### src/rtl/rx_byte_packer.sv
// rx_byte_packer: packs the derandomized RX bit stream MSB-first into bytes and queues them
// in a tagged FWFT FIFO.
// Optional build macro RX_PACKER_CRC_EN adds a bit-serial CRC-16/CCITT-FALSE frame check.
// Without that macro, every entry reports crcok=1.
module rx_byte_packer #(
    parameter int FIFO_AW = 4
) (
    input  logic        Clk,
    input  logic        Rst,
    input  logic        EnI,
    input  logic        DataI,
    input  logic        Block_ErrI,
    input  logic        IP_END,
    input  logic        ClrI,
    output logic [7:0]  ByteO,
    output logic        ValidO,
    input  logic        ReadyI,
    output logic        LastO,
    output logic        ErrO,
    output logic        CrcOkO,
    output logic        OverflowO,
    output logic [15:0] FrameLenO
);
    typedef enum logic [1:0] {IDLE, COLLECT, DROP} state_t;
    localparam int DEPTH = 1 << FIFO_AW;

    state_t             r_state;
    logic [10:0]        r_mem [DEPTH];
    logic [FIFO_AW:0]   r_wr, r_rd;
    logic [6:0]         r_sh;
    logic [2:0]         r_bits;
    logic [7:0]         r_stg;
    logic               r_stg_v;
    logic [15:0]        r_cnt;
    logic               r_ovf;
    logic [15:0]        r_len;

    logic               w_bit, w_pop, w_full, w_req, w_push, w_ovf;
    logic               w_crcok, w_crc_blk;
    logic [10:0]        w_entry, w_head;
    logic [15:0]        w_cnt_inc;

    // An EnI bit only counts when no frame delimiter shares its cycle
    assign w_bit     = EnI & ~IP_END & ~Block_ErrI;
    assign ValidO    = r_wr != r_rd;
    assign w_pop     = ValidO & ReadyI;
    assign w_full    = (r_wr[FIFO_AW] != r_rd[FIFO_AW]) && (r_wr[FIFO_AW-1:0] == r_rd[FIFO_AW-1:0]);
    assign w_push    = w_req & (~w_full | w_pop);
    assign w_ovf     = w_req & w_full & ~w_pop;
    assign w_cnt_inc = (r_cnt == 16'hFFFF) ? r_cnt : r_cnt + 16'd1;
    assign w_head    = r_mem[r_rd[FIFO_AW-1:0]];
    assign ByteO     = ValidO ? w_head[7:0] : 8'd0;
    assign LastO     = ValidO & w_head[8];
    assign CrcOkO    = ValidO & w_head[9];
    assign ErrO      = ValidO & w_head[10];
    assign OverflowO = r_ovf;
    assign FrameLenO = r_len;

`ifdef RX_PACKER_CRC_EN
    logic [15:0] r_crc, w_crc_base, w_crc_next;
    assign w_crc_base = (r_state == IDLE) ? 16'hFFFF : r_crc;
    assign w_crc_next = {w_crc_base[14:0], 1'b0} ^ ((w_crc_base[15] ^ DataI) ? 16'h1021 : 16'h0000);
    assign w_crcok    = r_crc == 16'h0000;
    assign w_crc_blk  = 1'b0;
    // Bit-serial CRC over every accepted frame bit, restarted from 0xFFFF on frame entry
    always_ff @(posedge Clk or negedge Rst) begin
        if (!Rst)
            r_crc <= 16'hFFFF;
        else if (w_bit && r_state != DROP)
            r_crc <= w_crc_next;
    end
`else
    assign w_crcok   = 1'b1;
    assign w_crc_blk = 1'b1;
`endif

    // Decide whether this cycle pushes the staged byte and with which tags
    always_comb begin
        w_req   = 1'b0;
        w_entry = {1'b0, w_crcok, 1'b0, r_stg};
        if (r_state == COLLECT) begin
            if (Block_ErrI) begin
                w_req   = r_stg_v;
                w_entry = {1'b1, w_crc_blk, 1'b1, r_stg};
            end else if (IP_END) begin
                w_req   = r_stg_v;
                w_entry = {r_bits != 3'd0, w_crcok, 1'b1, r_stg};
            end else begin
                w_req   = EnI & r_stg_v & (r_bits == 3'd7);
            end
        end
    end

    // FIFO storage; only pointers are reset, so stale contents are never visible
    always_ff @(posedge Clk) begin
        if (w_push)
            r_mem[r_wr[FIFO_AW-1:0]] <= w_entry;
    end

    // Frame FSM, bit packing, staging, pointers and status registers
    always_ff @(posedge Clk or negedge Rst) begin
        if (!Rst) begin
            r_state <= IDLE;
            r_wr    <= '0;
            r_rd    <= '0;
            r_sh    <= '0;
            r_bits  <= '0;
            r_stg   <= '0;
            r_stg_v <= 1'b0;
            r_cnt   <= '0;
            r_ovf   <= 1'b0;
            r_len   <= '0;
        end else begin
            r_ovf <= w_ovf | (r_ovf & ~ClrI);
            if (w_push) begin
                r_wr  <= r_wr + 1'b1;
                r_cnt <= w_cnt_inc;
            end
            if (w_pop)
                r_rd <= r_rd + 1'b1;
            case (r_state)
                IDLE: begin
                    if (w_bit) begin
                        r_state <= COLLECT;
                        r_sh    <= {6'd0, DataI};
                        r_bits  <= 3'd1;
                        r_stg_v <= 1'b0;
                        r_cnt   <= '0;
                    end
                end
                COLLECT: begin
                    if (Block_ErrI || IP_END) begin
                        r_state <= IDLE;
                        if (!Block_ErrI)
                            r_len <= r_stg_v ? w_cnt_inc : 16'd0;
                    end else if (EnI) begin
                        r_sh   <= {r_sh[5:0], DataI};
                        r_bits <= r_bits + 3'd1;
                        if (r_bits == 3'd7) begin
                            r_stg   <= {r_sh, DataI};
                            r_stg_v <= 1'b1;
                            if (w_ovf)
                                r_state <= DROP;
                        end
                    end
                end
                DROP: begin
                    if (Block_ErrI || IP_END)
                        r_state <= IDLE;
                end
                default: r_state <= IDLE;
            endcase
        end
    end
endmodule
### config.mk
export PLATFORM = sky130hd
export DESIGN_NAME = rx_byte_packer
export DESIGN_NICKNAME = d
export VERILOG_FILES = /design/src/rtl/rx_byte_packer.sv
export SDC_FILE = /design/constraint.sdc
export NUM_CORES = 1
export LEC_CHECK = 0
export ABC_CLOCK_PERIOD_IN_PS = 5720
export BUFFER_PORTS_ARGS = -buffer_cell sky130_fd_sc_hd__buf_4
export CAP_MARGIN = 40
export CORE_ASPECT_RATIO = 0.9
export CORE_MARGIN = 1
export CORE_UTILIZATION = 40
export DETAILED_ROUTE_END_ITERATION = 10
export SLEW_MARGIN = 20
export SYNTH_ARGS = -nofsm -noshare
export SYNTH_HDL_FRONTEND = slang
export SYNTH_SLANG_ARGS = --single-unit
### constraint.sdc
create_clock -name Clk -period 5.72 [get_ports Clk]
set_input_delay 0.572 -clock Clk [delete_from_list [all_inputs] [get_ports Clk]]
set_output_delay 0.572 -clock Clk [all_outputs]
set_load 0.02 [all_outputs]
==> flow_summary.ini <==
[final_layout]
fillers = 1973
layoutNonFillerInstCount = 957
antenna_cells = 0
utilization_pct = 46.4
final_cell_area_mm2 = 0.0108
drive_above_1_share_pct = 22.3
syn2layout_area_growth_pct = 14.1
final_nets = 656

[synthesis]
synthSimpleGateAreaFrac_pct = 8.52
synth_xor_area_share_pct = 2.03
synth_mux_area_share_pct = 12.1
synth_fa_ha_area_share_pct = 1.19
syn_nets = 620
synth_edf_count = 160
synthFlopType = edfxtp_1
syn-cell-area_mm2 = 0.00947
postSynthCellCount = 603
synth-seq-area-share_pct = 67.7
ys_ff_latch = 224
yosysWarnings = 0
synth-compound-area-share_pct = 6.28
synth_top_family_by_area = multiplexers
synthArstFlopShare_pct = 28.6
syn_area_per_cell_um2 = 15.7
synth_cell_types = 60

[placed_design]
placed_cells = 913
io_buffer_count = 36
routabilityCongestion = 0.778
place_area_mm2 = 0.0100
dpl.hpwl_mm = 13.1

[cts]
cts_tree = built
path_clk_slew_ps = 60
cts-htree-levels = 1
cts_made_buffers = 23
cts_resized = 0
cts-root-buf = clkbuf_16
clock-sinks = 224
max-clock-path-buffers = 3
postCtsSetupBuffers = 0
clk-insertion-delay-late_ps = 530

[pwr]
peakVddDrop_uv = 312
leakage_nw = 4.25
power_density_mw_per_mm2 = 379

[timing]
hold_viol = 0
hold_ws_ps = 271
rsz0062_at_grt = false
maxSlewHeadroom_pct = 51.1
fmax_mhz = 284
finalSetupViolCount = 0
period_needed_ps = 3520
drv_slew = 0
fin_tns_setup_ps = 0
fin_crit_sh_pct = 61.5
tightest_slew_ps = 734
skew_ps = 23.9

[grt]
grt_overflow = 0
grt_max_degree = 65
antenna_found_initial = 0
track_usage_pct = 17.3
grt_pass1_wl_mm = 31.7
grt_pass1_vias = 5378

[die]
start_util_pct = 40.7
core_mm2 = 0.0233
die_x_um = 164
io_pins = 37
die_h_um = 148
design.die.area_mm2 = 0.0243
num_rows = 53

[setup_path]
cp_slowest_cell = dfrtp_1
crit_family = flip-flops
cp-start-kind = register
arrival_ps = 2950
max_stage_delay_ps = 810
cp-end-kind = primary output
r2r_slack_ps = 2920
crit_path_cell_trace = buf_4 > mux4_2 > nor2b_1 > a211oi_1 > a211oi_1 > buf_4
crit_type = register to primary output
crit_required_ps = 5150
path_buf_inv = 2
path_max_fanout = 21

[drt]
ant_nets = 0
viasPerCell = 5.52
drc = 0
wl_per_cell_um = 21.4
dr.first_iter.drc_count = 500
firstDrtPassIters = 5
routed_wl_mm = 20.5
num_vias = 5285

[job]
drv_cap = 0

[hold_path]
min_path_type = input port to register

[status]
outcome = finished clean
-- worst register-to-register path, stage by stage (launching register included) --
cell,delay [ps]
dfrtp_1,590
nor2b_1,330
nand3_1,230
a21oi_2,560
and3_1,710
-- cells in the final DEF, fill, tap and decap left out, types with 12 or more instances in the layout --
master,instances
edfxtp_1,160
dfrtp_1,63
nand2_1,48
buf_4,43
mux4_2,40
o21ai_0,32
clkbuf_16,23
and3_1,20
a211oi_1,20
nor2_1,15
nor2b_1,13
a21oi_1,13
mux2i_1,13
nand3_1,12
-- Yosys cell counts (all sizes together) (13+ instances only) --
master / instances / area share [%]
a211oi: 20 / 1.6
a21oi: 14 / 0.78
and3: 21 / 1.4
buf: 20 / 1.2
clkbuf: 16 / 0.66
dfrtp: 64 / 17
edfxtp: 160 / 51
mux2i: 13 / 1.4
mux4: 40 / 9.5
nand2: 48 / 1.9
nand3: 13 / 0.74
nor2: 16 / 0.66
nor2b: 13 / 0.86
o21ai: 33 / 1.7
-- stage by stage --
step	setup WS [ps]	total power [W]
5_1_grt	2010	0.00426
4_1_cts	2090	0.00413
6_report	2200	0.00410
3_3_place_gp	2280	0.00263
3_5_place_dp	2660	0.00266
2_1_floorplan	3060	0.00241
-- cell type report --
class	count	area [um^2]	area share, %
Inverter	10	37.5	0.347
Sequential cell	224	6410	59.3
Timing Repair Buffer	47	395	3.66
Clock inverter	13	125	1.16
Tap cell	302	378	3.50
Multi-Input combinational cell	333	2850	26.4
Clock buffer	28	614	5.68
-- cells by family after synthesis --
family,count (synthesis)
and+or+nand+nor,147
AOI/OAI and AO/OA,92
adders and majority gates,9
muxes,63
buffers and inverters,46
DFF,224
xor gates and xnor gates,22
-- report_power, final --
part	switching (W)	internal, W
sequential	0.0000672	0.00175
clock	0.000609	0.000857
combinational	0.000443	0.000368
total	0.00112	0.00298
-- per-layer routing --
layer	share of wire (%)	routed length, um	vias to the layer above	GRT usage (%)
met5	0	0	-	0
met4	2.0	419	0	4.21
met3	4.8	987	34	2.78
met2	47	9700	136	28.0
met1	46	9350	2702	24.5
li1	-	-	2413	-
-- state kept, by name (all words and copies together), names as in the netlist --
name       cells
r_bits         3
r_mem        160
r_stg_v        1
r_wr           5
r_cnt         16
r_stg          8
FrameLenO     16
r_state        2
OverflowO      1
r_sh           7
r_rd           5
-- repair_timing --
item	CTS	global route
setup endpoints to repair	0	0
hold buffers	0	1
hold endpoints to repair	0	18
-- worst paths after layout --
path	startpoint	end	cells past startpoint
setup / recovery	r_rd[2]	LastO	6
hold / removal	IP_END	r_state[1]	2
setup reg to reg	r_state[0]	r_mem[15][3]	4
hold reg to reg	r_wr[4]	r_wr[4]	1
max in group asynchronous	Rst	r_stg[3]	3
min in group asynchronous	Rst	r_rd[3]	2
No activity file was read; power rests on OpenSTA's default activity.
